==> config.mk <==
export PLATFORM = sky130hd
export DESIGN_NAME = hash_sequencer_flat
export DESIGN_NICKNAME = d
export VERILOG_FILES = /design/src/rtl/hash_sequencer_pkg.sv /design/src/rtl/hash_sequencer_if.sv /design/src/rtl/hash_sequencer_round.sv /design/src/rtl/hash_sequencer.sv /design/src/flat_wrapper.sv
export SDC_FILE = /design/constraint.sdc
export NUM_CORES = 1
export LEC_CHECK = 0
export CORE_MARGIN = 1
export CORE_UTILIZATION = 55
export CTS_CLUSTER_DIAMETER = 150
export CTS_CLUSTER_SIZE = 10
export DETAILED_ROUTE_END_ITERATION = 10
export DONT_BUFFER_PORTS = 1
export GPL_ROUTABILITY_DRIVEN = 0
export GPL_TIMING_DRIVEN = 1
export PLACE_DENSITY = 0.7
export SLEW_MARGIN = 40
export SYNTH_ARGS = -nofsm -noshare
export SYNTH_HDL_FRONTEND = slang
export SYNTH_SLANG_ARGS = --single-unit
==> constraint.sdc <==
create_clock -name clk -period 3.73 [get_ports clk]
set_clock_uncertainty 0.1 [all_clocks]
set_input_delay 0.746 -clock clk [delete_from_list [all_inputs] [get_ports clk]]
set_output_delay 0.746 -clock clk [all_outputs]
set_load 0.01 [all_outputs]
==> src/rtl/hash_sequencer_pkg.sv <==
// Shared constants, state encoding and length saturation for the hash sequencer.
package hash_pkg;

  localparam int unsigned MAX_BYTES = 8;
  localparam logic [31:0] IV = 32'h811C9DC5;
  localparam logic [31:0] K  = 32'h9E3779B9;

  typedef enum logic [1:0] {
    IDLE   = 2'd0,
    ABSORB = 2'd1,
    FINAL  = 2'd2,
    DONE   = 2'd3
  } state_t;

  // Byte counts above MAX_BYTES clamp to MAX_BYTES.
  function automatic logic [3:0] sat_len(input logic [3:0] len);
    return (len > 4'(MAX_BYTES)) ? 4'(MAX_BYTES) : len;
  endfunction

endpackage

==> src/rtl/hash_sequencer_if.sv <==
// Message-in / hash-out handshake bundle for hash_sequencer.
interface hash_sequencer_if;

  logic        in_valid;
  logic        in_ready;
  logic [63:0] data;
  logic [3:0]  data_len;
  logic        out_valid;
  logic        out_ready;
  logic [31:0] hash;
  logic        busy;

  modport slave (
    input  in_valid, data, data_len, out_ready,
    output in_ready, out_valid, hash, busy
  );

  modport master (
    output in_valid, data, data_len, out_ready,
    input  in_ready, out_valid, hash, busy
  );

endinterface

==> src/rtl/hash_sequencer_round.sv <==
// One hash round: xor byte into state, rotate left by ROT, add K.
module hash_round
  import hash_pkg::*;
#(
  parameter int unsigned ROT = 5
) (
  input  logic [31:0] h_in,
  input  logic [7:0]  b_in,
  output logic [31:0] h_out
);

  logic [31:0] mixed;
  logic [31:0] rotated;

  assign mixed   = h_in ^ {24'h0, b_in};
  assign rotated = {mixed[31-ROT:0], mixed[31:32-ROT]};
  assign h_out   = rotated + K;

endmodule

==> src/rtl/hash_sequencer.sv <==
// Sequences hash_round over up to 8 message bytes plus FINAL_ROUNDS length-keyed rounds.
module hash_sequencer
  import hash_pkg::*;
#(
  parameter int unsigned FINAL_ROUNDS = 2,
  parameter int unsigned ROT          = 5
) (
  input  logic             clk,
  input  logic             reset,
  hash_sequencer_if.slave  bus
);

  state_t      state_q;
  logic [63:0] msg_q;
  logic [3:0]  len_q;
  logic [31:0] h_q;
  logic [2:0]  idx_q;
  logic [2:0]  fr_q;
  logic        out_valid_q;

  logic [3:0]  in_len;
  logic [7:0]  round_b;
  logic [31:0] h_next;
  logic        last_byte;
  logic        last_round;

  assign in_len     = sat_len(bus.data_len);
  assign last_byte  = ({1'b0, idx_q} == (len_q - 4'd1));
  assign last_round = (fr_q == 3'(FINAL_ROUNDS - 1));

  // The same round instance serves message bytes and length-keyed finalization.
  assign round_b = (state_q == FINAL) ? {4'h0, len_q} : msg_q[{idx_q, 3'b000} +: 8];

  hash_round #(.ROT(ROT)) u_round (
    .h_in  (h_q),
    .b_in  (round_b),
    .h_out (h_next)
  );

  assign bus.in_ready  = (state_q == IDLE);
  assign bus.busy      = (state_q != IDLE);
  assign bus.out_valid = out_valid_q;
  assign bus.hash      = h_q;

  always_ff @(posedge clk) begin
    if (reset) begin
      state_q     <= IDLE;
      msg_q       <= '0;
      len_q       <= '0;
      h_q         <= IV;
      idx_q       <= '0;
      fr_q        <= '0;
      out_valid_q <= 1'b0;
    end else begin
      case (state_q)
        IDLE: begin
          if (bus.in_valid) begin
            msg_q   <= bus.data;
            len_q   <= in_len;
            h_q     <= IV;
            idx_q   <= '0;
            fr_q    <= '0;
            state_q <= (in_len == 4'd0) ? FINAL : ABSORB;
          end
        end
        ABSORB: begin
          h_q <= h_next;
          // idx holds at the last byte rather than wrapping.
          if (last_byte) begin
            state_q <= FINAL;
          end else begin
            idx_q <= idx_q + 3'd1;
          end
        end
        FINAL: begin
          h_q  <= h_next;
          fr_q <= fr_q + 3'd1;
          if (last_round) begin
            state_q     <= DONE;
            out_valid_q <= 1'b1;
          end
        end
        DONE: begin
          if (bus.out_ready) begin
            state_q     <= IDLE;
            out_valid_q <= 1'b0;
          end
        end
        default: begin
          state_q     <= IDLE;
          out_valid_q <= 1'b0;
        end
      endcase
    end
  end

endmodule

==> src/flat_wrapper.sv <==
// flat-port wrapper written by rule: the top's interface ports become plain ports
module hash_sequencer_flat import hash_pkg::*;
#(
  parameter int unsigned FINAL_ROUNDS = 2,
  parameter int unsigned ROT          = 5
)
  (clk, reset, bus_in_valid, bus_data, bus_data_len, bus_out_ready, bus_in_ready, bus_out_valid, bus_hash, bus_busy);
  hash_sequencer_if bus_i ();
  input  logic clk;
  input  logic reset;
  input wire logic [$bits(bus_i.in_valid)-1:0] bus_in_valid;
  input wire logic [$bits(bus_i.data)-1:0] bus_data;
  input wire logic [$bits(bus_i.data_len)-1:0] bus_data_len;
  input wire logic [$bits(bus_i.out_ready)-1:0] bus_out_ready;
  output wire logic [$bits(bus_i.in_ready)-1:0] bus_in_ready;
  output wire logic [$bits(bus_i.out_valid)-1:0] bus_out_valid;
  output wire logic [$bits(bus_i.hash)-1:0] bus_hash;
  output wire logic [$bits(bus_i.busy)-1:0] bus_busy;
  assign bus_i.in_valid = bus_in_valid;
  assign bus_i.data = bus_data;
  assign bus_i.data_len = bus_data_len;
  assign bus_i.out_ready = bus_out_ready;
  assign bus_in_ready = bus_i.in_ready;
  assign bus_out_valid = bus_i.out_valid;
  assign bus_hash = bus_i.hash;
  assign bus_busy = bus_i.busy;
  hash_sequencer #(.FINAL_ROUNDS(FINAL_ROUNDS), .ROT(ROT)) u_core (.clk(clk), .reset(reset), .bus(bus_i));
endmodule
# Yosys cells after proc, flatten, opt, wreduce, memory -nomap -nowiden
# Cells that the tools add are included.
# totals
register_bits	109
out_inout_bits	35
# classes
addsub	4
order_cmp	1
n_eq_ne	10
shift	1
muxes	17
n_bitwise	1
reduce_logical	14
# op_table
op	count
$pmux 32 s2	1
$shiftx 64x7->8	1
$add 32x32->32 const B	1
$mux 32	1
$xor 32x8->32	1
$pmux 3 s2	2
$mux 2	5
$reduce_bool 2->1	5
$mux 8	1
$pmux 2 s4	1
$add 3x1->3 const B	2
$mux 3	2
$ne 2x2->1 const B	3
$reduce_and 2->1	3
$reduce_and 3->1	2
$eq 2x2->1 const B	2
$eq 3x4->1	1
$gt 4x4->1 const B	1
$logic_not 4->1	1
$mux 4	1
$ne 2x1->1 const B	2
$reduce_and 4->1	1
$sub 4x1->4 const B	1
$eq 3x1->1 const B	1
5 further kinds	6

# Depth between registers and ports, before layout
# Gate-level depths: netlist of the first run.
# depth
word_depth	6
ltp_mapped	13
ltp_nobuf	11

# Modules after synthesis
# From an unflattened synthesis of the first run, not the netlist that was laid out.
# unflattened
cells_unflattened	645
area_unflattened_um2	5383.9
# by_module_without_submodules
module	n_inst	cells_each	area_per_inst_um2
hash_sequencer	1	537	4576.9
hash_round	1	108	807.0

# Least setup slack after synthesis of the first run
# No wires, ideal clock.
# synth_path
path_type	register to register
from	register u_core.idx_q[1]
to	register u_core.h_q[31] (netlist: u_core.bus.hash[31])
setup_ns	0.132
arrival_time_ns	2.757
required_time_ns	3.498
slack_ns	0.741
path_stages_with_launch	11
n_path_buf	2
cell_sequence	dfxtp_1 > buf_4 > buf_2 > mux4_2 > a22oi_1 > xor2_1 > and4b_1 > o21bai_2 > o41ai_4 > mux2i_1 > a21oi_1
# synth_via
elab_chain_cells	5
# synth_rtl
element	line	source
from (decl)	hash_sequencer.sv:17	logic [2:0] idx_q;
from (signal assigned)	hash_sequencer.sv:72	idx_q <= idx_q + 3'd1;
$shiftx 64x7->8	hash_sequencer.sv:32	assign round_b = (state_q == FINAL) ? {4'h0, len_q} : msg_q[{idx_q, 3'b000} +: 8];
$mux 8	hash_sequencer.sv:32	
$xor 32x8->32	hash_sequencer_round.sv:15	assign mixed = h_in ^ {24'h0, b_in};
$add 32x32->32	hash_sequencer_round.sv:17	assign h_out = rotated + K;
$pmux 32 s2	hash_sequencer.sv:55	case (state_q)
to (signal assigned)	hash_sequencer.sv:67	h_q <= h_next;
to (signal assigned)	hash_sequencer.sv:76	h_q <= h_next;
to (decl)	hash_sequencer.sv:16	logic [31:0] h_q;
# No other way between the ends.
# A chain may end at the register's enable or synchronous reset.

# Worst setup path after layout of the first run
# layout_path
from	register u_core.idx_q[0]
to	register u_core.h_q[30] (netlist: u_core.bus.hash[30])
# The elaborated chain is that of the path after synthesis.

==> metrics.cfg, run 1 <==
[status]
status=complete, no violations

[synth]
ys.warnings.count=0
synthTopCellsByArea=dfxtp_1 (40%), nand2_1 (12%), a21oi_1 (8.3%)
async_reset_ff_frac=0
synth_top_area_frac=0.396
synth-edff-count=0
synth_area_um2=5510
ys_types=59
yosysSeqAreaShare=0.396
avgSynthCellArea_um2=8.22
yosys_register_bits=109
syn_inst=670
synthFlopType=dfxtp_1
synth_fp_nets=751
yosysTopAreaCell=dfxtp_1

[power_and_ir_drop]
p_clk_frac=0.195
ir_worst_vdd_uv=245
power_leakage_nw=2.09
swShare=0.404
internal_power_mw=2.25
pwr-share-seq=0.455
combinationalPowerShare=0.350
power_density_nw_per_um2=651
p_sw_mw=1.52
total_power_mw=3.77

[cts]
ctsResizeCount=0
htreeDepth=3
clock_latency_ns=0.39
cts_tree=yes
cts_buffers=9
clockRootBuffer=clkbuf_8
cts_setup_buffers=0
clock-sinks=109
clockBufferDepth=2
path_clk_slew_ns=0.11
cts-hold-fix-buffers=0

[layout]
fillers=892
final_net_count=727
fin_util=0.595
syn2layout_area_growth_pct=5.02
diodes=0
final_layout_size_suffix_gt1_frac=0.0937

[floorplan]
chipHeight_um=102
die_w_um=102
start_util=0.566
die-area_um2=10400
row_count=36
pin_count=107
core_um2=9730

[critical_path]
start_kind=flop
critPathKind=flop to flop
critPathRequiredTime_ns=3.96
critPathMaxFanout=19
worstPathArrival_ns=3.63
end_kind=flop

[grt]
grt_start_max_net_pins=96
grt_first_pass_wirelength_mm=21.6
antenna_found_initial=0
grt_pass1_vias=4210
grt_usage=0.271
grt_overflow=0

[sta]
setup_violations=0
setup_tns_ns=0
fmax_mhz=294
rsz0062_at_grt=false
finalWorstPathRequiredPeriod_ns=3.40
max_slew_margin=0.579
slew_viol_final=0
tightest_slew_ns=0.615
finalHoldViolCount=0
fin_ws_ns=0.334
finalCritPeriodShare=0.911
whs_ns=0.332

[routing]
wl_mm=13.3
drc_errors=0
avgViaCountPerCell=5.84
vias=4579
avgRoutedWirePerCell_um=17.0
drt_iter0_drc=258
final_antenna_net_count=0
drt_pre_antenna_iters=5

[placed_design]
dpl.hpwl_mm=9.89
place_ws_ns=0.361
io_buffers=0

[hold_path]
hold_class=primary input to flop

[job]
maxCapViolCount=0

## worst max-delay path: stages, from the launching register on
cell and delay (ns):
dfxtp_1 0.49, buf_12 0.21, mux4_2 0.51, a22oi_1 0.26
xor2_1 0.14, or2_1 0.31, or4_1 0.45, nor2_1 0.20
o41ai_4 0.14, or4_1 0.43, nand3_1 0.09
## registers in the layout (all words and copies together) (netlist names)
name and count:
u_core.len_q 4, u_core.bus.hash 32, u_core.fr_q 3, u_core.msg_q 64, u_core.state_q 2, u_core.bus.out_valid 1
u_core.idx_q 3
## per-layer routing
metal	vias to the layer above	GRT usage	share of wire
met5	-	0	0
met4	0	0.131	0.033
met3	28	0.0540	0.064
met2	164	0.422	0.47
met1	2139	0.362	0.43
li1	2248	-	-
## final timing paths
check,start,endpoint,slack (ns),cells after the start
max,u_core.idx_q[0]$_SDFFE_PP0P_,u_core.bus.hash[30]$_SDFFE_PP0P_,0.33,10
min,reset,u_core.bus.hash[4]$_SDFFE_PP0P_,0.33,1
max reg2reg,u_core.idx_q[0]$_SDFFE_PP0P_,u_core.bus.hash[30]$_SDFFE_PP0P_,0.33,10
min reg2reg,u_core.msg_q[47]$_SDFFE_PP0P_,u_core.msg_q[47]$_SDFFE_PP0P_,0.36,2
## power by group through the flow
stage	sequential [mW]	clock [mW]	combinational, mW
floorplan	1.60	0	1.13
global placement	1.73	0	1.27
detailed placement	1.74	0	1.31
CTS	1.71	0.739	1.32
global route	1.75	0.797	1.47
finish	1.72	0.734	1.32
## cell usage in the layout (no fill, tap or decap), types with 7 or more instances in the layout
cell type,Yosys,layout
mux2i_1,11,11
a22oi_1,10,10
buf_4,1,10
xor2_1,19,19
dfxtp_1,109,108
ha_1,9,9
o21ai_1,10,10
nor2_1,37,37
o21ai_0,10,10
mux4_2,13,13
nand2b_1,11,11
a21oi_1,91,91
nor3_1,8,8
xnor2_1,14,14
nor2b_1,7,7
clkbuf_8,0,9
nand3_1,8,8
inv_1,11,11
nand2_1,169,168
## layout make-up
cell class	count	area [µm²]	share of cell area
Multi-Input combinational cell	504	3100	0.536
Sequential cell	109	2180	0.377
Tap cell	133	166	0.0288
Clock buffer	9	124	0.0214
Timing Repair Buffer	11	95.1	0.0164
Clock inverter	7	72.6	0.0125
Inverter	11	41.3	0.00714
## metrics by stage
step	area, µm²	std cells
2_1_floorplan	5510	670
3_3_place_gp	5580	768
3_5_place_dp	5580	768
4_1_cts	5780	784
5_1_grt	5790	784
6_report	5790	784
## Yosys cell counts, types with 9 or more instances
library cell,number
nor2_1,37
nand2b_1,11
dfxtp_1,109
inv_1,11
ha_1,9
o21ai_1,10
a21oi_1,91
nand2_1,169
xnor2_1,14
mux2i_1,11
a22oi_1,10
clkbuf_1,38
xor2_1,19
o21ai_0,10
mux4_2,13
## kinds of logic after synthesis
kind of cell | share of synthesized area
buf+inv | 0.0425
xor+xnor | 0.0554
compound gates | 0.182
simple gates | 0.212
mux | 0.0915
fa+ha+maj | 0.0204
flops | 0.396
(Power assumes the default switching activity.)
==> inputs of run 2 (changes only) <==
--- a/config.mk
+++ b/config.mk
@@ -12,7 +12,8 @@
 export DETAILED_ROUTE_END_ITERATION = 10
 export DONT_BUFFER_PORTS = 1
 export GPL_ROUTABILITY_DRIVEN = 0
-export GPL_TIMING_DRIVEN = 1
+export GPL_TIMING_DRIVEN = 0
+export HOLD_SLACK_MARGIN = 0.06
 export PLACE_DENSITY = 0.7
 export SLEW_MARGIN = 40
 export SYNTH_ARGS = -nofsm -noshare
==> constraint.sdc (replaced) <==
create_clock -name clk -period 4.11 [get_ports clk]
set_clock_uncertainty 0.1 [all_clocks]
set_input_delay 0.822 -clock clk [delete_from_list [all_inputs] [get_ports clk]]
set_output_delay 0.822 -clock clk [all_outputs]
set_load 0.01 [all_outputs]
==> run 2 against run 1 <==
First-iteration DRC count is 1.9% higher. Power is 8.3% lower. Via count is 4.3% higher. Count of clock-buffer cells in the layout is 1 higher. Die area stayed put. Global-route usage is 1.2 points higher. Sequential power is 13% lower. Combinational power hardly changed. Sequential share of layout area is 0.46 points lower. Routed wire length is 8.2% higher. Design area is 1.2% higher. Register-to-register slack better by 0.04 ns. Critical path type unchanged. Largest cell class unchanged. Largest power group unchanged.
==> metrics.cfg, run 2 (synthesis results as in run 1) <==
[status]
status=complete, no violations

[cts]
clock-sinks=109
path_clk_slew_ns=0.10
clock_latency_ns=0.39
cts_tree=yes
clockBufferDepth=2
cts_setup_buffers=0
htreeDepth=3
cts-hold-fix-buffers=0
clockRootBuffer=clkbuf_8
cts_buffers=9
ctsResizeCount=0

[sta]
slew_viol_final=0
max_slew_margin=0.413
finalCritPeriodShare=0.910
setup_violations=0
finalWorstPathRequiredPeriod_ns=3.74
setup_tns_ns=0
finalHoldViolCount=0
fmax_mhz=267
rsz0062_at_grt=false
tightest_slew_ns=0.872

[layout]
stdcell_area_um2=5860
largest-register=u_core.msg_q
syn2layout_area_growth_pct=6.27
fillers=893
largest_register_ffs=64
final_net_count=762
final_layout_size_suffix_gt1_frac=0.0687
layout_common_cells=nand2_1 (169), dfxtp_1 (109), a21oi_1 (91), clkbuf_1 (39), nor2_1 (37)
final_common_cell=nand2_1
multi_input_area_um2=3090
ff_latch_area_um2=2180
diodes=0
fin_util=0.602
fin_cells=817

[grt]
grt_pass1_vias=4444
antenna_found_initial=0
grt_start_max_net_pins=17
grt_overflow=0
grt_first_pass_wirelength_mm=22.2
grt_usage=0.283

[power_and_ir_drop]
power_density_nw_per_um2=590
combinationalPowerShare=0.379
p_clk_frac=0.186
internal_power_mw=2.04
ir_worst_vdd_uv=251
p_sw_mw=1.42
power_leakage_nw=2.09
swShare=0.410
pwr-share-seq=0.435

[routing]
drc_errors=0
avgRoutedWirePerCell_um=17.7
wl_mm=14.5
drt_pre_antenna_iters=5
drt_iter0_drc=263
vias=4775
avgViaCountPerCell=5.84
final_antenna_net_count=0

[floorplan]
die_w_um=102
row_count=36
pin_count=107
chipHeight_um=102
start_util=0.566
core_um2=9730
die-area_um2=10400

[critical_path]
cp_slowest_cell=dfxtp_1
end_kind=flop
critPathTopFamily=compound AO/OA/AOI/OAI gates
max_stage_delay_ns=0.52
start_kind=flop
timing.rr.start=u_core.idx_q[1]$_SDFFE_PP0P_
r2r_end=u_core.bus.hash[27]$_SDFFE_PP0P_
critPathKind=flop to flop
crit_buf_inv=2
critPathMaxFanout=10
critPathRequiredTime_ns=4.27
path_cells=buf_4, buf_2, mux4_2, a22oi_1, xor2_1, and4b_1, o21bai_2, o41ai_4, mux2i_1, o21ai_1
setup.worst_path.start=u_core.idx_q[1]$_SDFFE_PP0P_
r2r_cells=10
ff2ff_setup_slack_ns=0.37
worstPathArrival_ns=3.90

[placed_design]
numPlacedInstances=803
io_buffers=0
dpl.hpwl_mm=10.8
place_area_um2=5680

[hold_path]
min_to=u_core.msg_q[18]$_SDFFE_PP0P_
hold_path_depth=2
worstHoldStart=u_core.msg_q[18]$_SDFFE_PP0P_
hold_class=flop to flop

[job]
maxCapViolCount=0

## run 2: final cells by class
cell class,count,share of cell area
Buffer,46,0.0329
Clock buffer,10,0.0218
Clock inverter,4,0.00876
Inverter,11,0.00705
Multi-Input combinational cell,504,0.528
Sequential cell,109,0.373
Tap cell,133,0.0284
## run 2: power groups by stage
stage                     logic, mW  clock network [mW]  registers, mW
after floorplan                1.02                   0           1.45
after global placement         1.26                   0           1.52
after detailed placement       1.29                   0           1.53
after CTS                      1.30               0.643           1.50
after global routing           1.44               0.685           1.53
final                          1.31               0.642           1.50
## run 2: worst register-to-register path: stages (launching register included)
cell and delay (ns):
dfxtp_1 0.52, buf_4 0.27, buf_2 0.29, mux4_2 0.36, a22oi_1 0.30, xor2_1 0.41
and4b_1 0.36, o21bai_2 0.16, o41ai_4 0.49, mux2i_1 0.27, o21ai_1 0.09
## run 2: how the worst max path moves through the flow
stage                                                  end  cells past startpoint  slack (ns)
final                     u_core.bus.hash[27]$_SDFFE_PP0P_                     10        0.37
after global routing      u_core.bus.hash[27]$_SDFFE_PP0P_                     10        0.20
after CTS                 u_core.bus.hash[27]$_SDFFE_PP0P_                     10        0.41
after detailed placement  u_core.bus.hash[28]$_SDFFE_PP0P_                     11        0.45
after global placement    u_core.bus.hash[28]$_SDFFE_PP0P_                     11        0.44
after floorplan           u_core.bus.hash[31]$_SDFFE_PP1P_                     10        1.12
## run 2: per-stage QoR
step           hold slack (ns)  setup slack, ns  total power, mW
2_1_floorplan            0.332             1.12             2.48
3_3_place_gp             0.338            0.444             2.77
3_5_place_dp             0.347            0.446             2.81
4_1_cts                  0.361            0.410             3.44
5_1_grt                  0.383            0.200             3.66
6_report                 0.358            0.370             3.46
## run 2: metal layers
metal / wire length [µm] / track usage
met1: 6070 / 0.354
met2: 6950 / 0.477
met3: 1070 / 0.0520
met4: 369 / 0.125
met5: 0 / 0
==> inputs of run 3 (changes only) <==
--- a/config.mk
+++ b/config.mk
@@ -15,6 +15,7 @@
 export GPL_TIMING_DRIVEN = 0
 export HOLD_SLACK_MARGIN = 0.06
 export PLACE_DENSITY = 0.7
+export REMOVE_ABC_BUFFERS = 1
 export SLEW_MARGIN = 40
 export SYNTH_ARGS = -nofsm -noshare
 export SYNTH_HDL_FRONTEND = slang
==> run 3 against run 2 <==
Hold slack worse by 0.0018 ns. Routed wire length shrank 15%. Cell count down 5.1%. Sequential power grew 5%. Global-route usage is 3.8 points lower. Critical path depth is 1 lower. Maximum frequency is 0.20% higher. Non-clock buffer count down 44. Critical path type unchanged.
==> metrics.cfg, run 3 (synthesis results as in run 1) <==
[grt]
antenna_found_initial=0
grt_pass1_vias=4090
grt_usage=0.245
grt_first_pass_wirelength_mm=19.9
grt_start_max_net_pins=96
grt_overflow=0

[routing]
avgRoutedWirePerCell_um=15.9
avgViaCountPerCell=5.75
drt_pre_antenna_iters=5
wl_mm=12.3
final_antenna_net_count=0
drc_errors=0
vias=4453
drt_iter0_drc=209

[critical_path]
critPathRequiredTime_ns=4.27
cp_num_cells=9
setup.worst_path.start=u_core.idx_q[0]$_SDFFE_PP0P_
path_cells=mux4_2, mux2_2, mux2i_1, xnor2_1, a211oi_2, or2_1, nand3_1, a2111oi_0, nor3_1
crit_path_end=u_core.bus.hash[24]$_SDFFE_PP1P_
ff2ff_setup_slack_ns=0.38
start_kind=flop
worstPathArrival_ns=3.90
max_stage_delay_ns=0.77
cp_slowest_cell=dfxtp_2
r2r_end=u_core.bus.hash[24]$_SDFFE_PP1P_
end_kind=flop
crit_buf_inv=0
r2r_cells=9
critPathKind=flop to flop
critPathTopFamily=multiplexers
timing.rr.start=u_core.idx_q[0]$_SDFFE_PP0P_
critPathMaxFanout=24

[sta]
finalHoldViolCount=0
finalCritPeriodShare=0.908
rsz0062_at_grt=false
fmax_mhz=268
setup_violations=0
max_slew_margin=0.523
tightest_slew_ns=0.715
slew_viol_final=0
whs_ns=0.356
finalWorstPathRequiredPeriod_ns=3.73

[job]
maxCapViolCount=0

[cts]
cts-hold-fix-buffers=0
cts_setup_buffers=0
clockBufferDepth=2
cts_tree=yes
htreeDepth=3
clock_latency_ns=0.39
ctsResizeCount=0
clock-sinks=109
cts_buffers=9
path_clk_slew_ns=0.11
clockRootBuffer=clkbuf_8

[floorplan]
start_util=0.566
chipHeight_um=102
die-area_um2=10400
core_um2=9730
die_w_um=102
pin_count=107
row_count=36

[layout]
fin_cells=775
largest-register=u_core.msg_q
final_layout_size_suffix_gt1_frac=0.0872
largest_register_ffs=64
final_common_cell=nand2_1
syn2layout_area_growth_pct=4.18
final_net_count=718
stdcell_area_um2=5740
layout_common_cells=nand2_1 (168), dfxtp_1 (107), a21oi_1 (91), nor2_1 (35), xor2_1 (19)
diodes=0
fin_util=0.590

[placed_design]
dpl.hpwl_mm=8.54
io_buffers=0
place_area_um2=5540
numPlacedInstances=759

[power_and_ir_drop]
power_leakage_nw=2.05
power_density_nw_per_um2=583
ir_worst_vdd_uv=275
total_power_mw=3.34

[hold_path]
hold_class=flop to flop

[status]
status=complete, no violations

-- run 3: cell count changes in the layout (fill, tap and decap cells not counted), sizes merged --
cell      previous run  this run
bufinv               1         0
clkinvlp             1         2
clkbuf              48         9
clkinv               2         1
inv                 11        15
buf                  8         2
-- run 3: cell type report --
| class | count | area (µm²) |
|---|---|---|
| tap | 133 | 166 |
| multi-input combinational | 504 | 3120 |
| clock inverter | 7 | 66.3 |
| fill | 900 | 3990 |
| sequential | 109 | 2180 |
| timing repair buffer | 2 | 40.0 |
| inverter | 11 | 41.3 |
| clock buffer | 9 | 124 |
-- run 3: how the worst min path moves through the flow --
stage	end	slack, ns	from	depth (start not counted)
5_1_grt	u_core.msg_q[20]$_SDFFE_PP0P_	0.37	reset	1
3_3_place_gp	u_core.msg_q[6]$_SDFFE_PP0P_	0.33	u_core.msg_q[6]$_SDFFE_PP0P_	2
4_1_cts	u_core.msg_q[48]$_SDFFE_PP0P_	0.35	u_core.msg_q[48]$_SDFFE_PP0P_	2
6_report	u_core.msg_q[4]$_SDFFE_PP0P_	0.36	u_core.msg_q[4]$_SDFFE_PP0P_	2
3_5_place_dp	u_core.msg_q[48]$_SDFFE_PP0P_	0.34	u_core.msg_q[48]$_SDFFE_PP0P_	2
2_1_floorplan	u_core.msg_q[1]$_SDFFE_PP0P_	0.33	u_core.msg_q[1]$_SDFFE_PP0P_	2
-- run 3: tightest hold or removal path, stage by stage (launching register included) --
cell and delay [ns]:
dfxtp_1 0.33, nand2_1 0.05, a21oi_1 0.05
-- run 3: power by group --
| part | leakage (nW) | total [mW] | internal, mW | switching (mW) |
|---|---|---|---|---|
| Sequential | 0.893 | 1.57 | 1.26 | 0.315 |
| Combinational | 1.06 | 1.13 | 0.482 | 0.649 |
| Clock | 0.0918 | 0.640 | 0.236 | 0.403 |
| Total | 2.05 | 3.34 | 1.98 | 1.37 |
-- run 3: routing by layer --
metal	up-vias	share of wire	GRT usage
met1	2059	0.44	0.311
met3	18	0.070	0.0547
met5	-	0	0
met2	149	0.47	0.399
met4	0	0.020	0.110
li1	2227	-	-
-- run 3: stage by stage --
step	setup slack (ns)	TNS, ns
6_report	0.377	0
5_1_grt	0.155	0
4_1_cts	0.360	0
3_5_place_dp	0.357	0
3_3_place_gp	-0.444	-4.20
2_1_floorplan	0.655	0
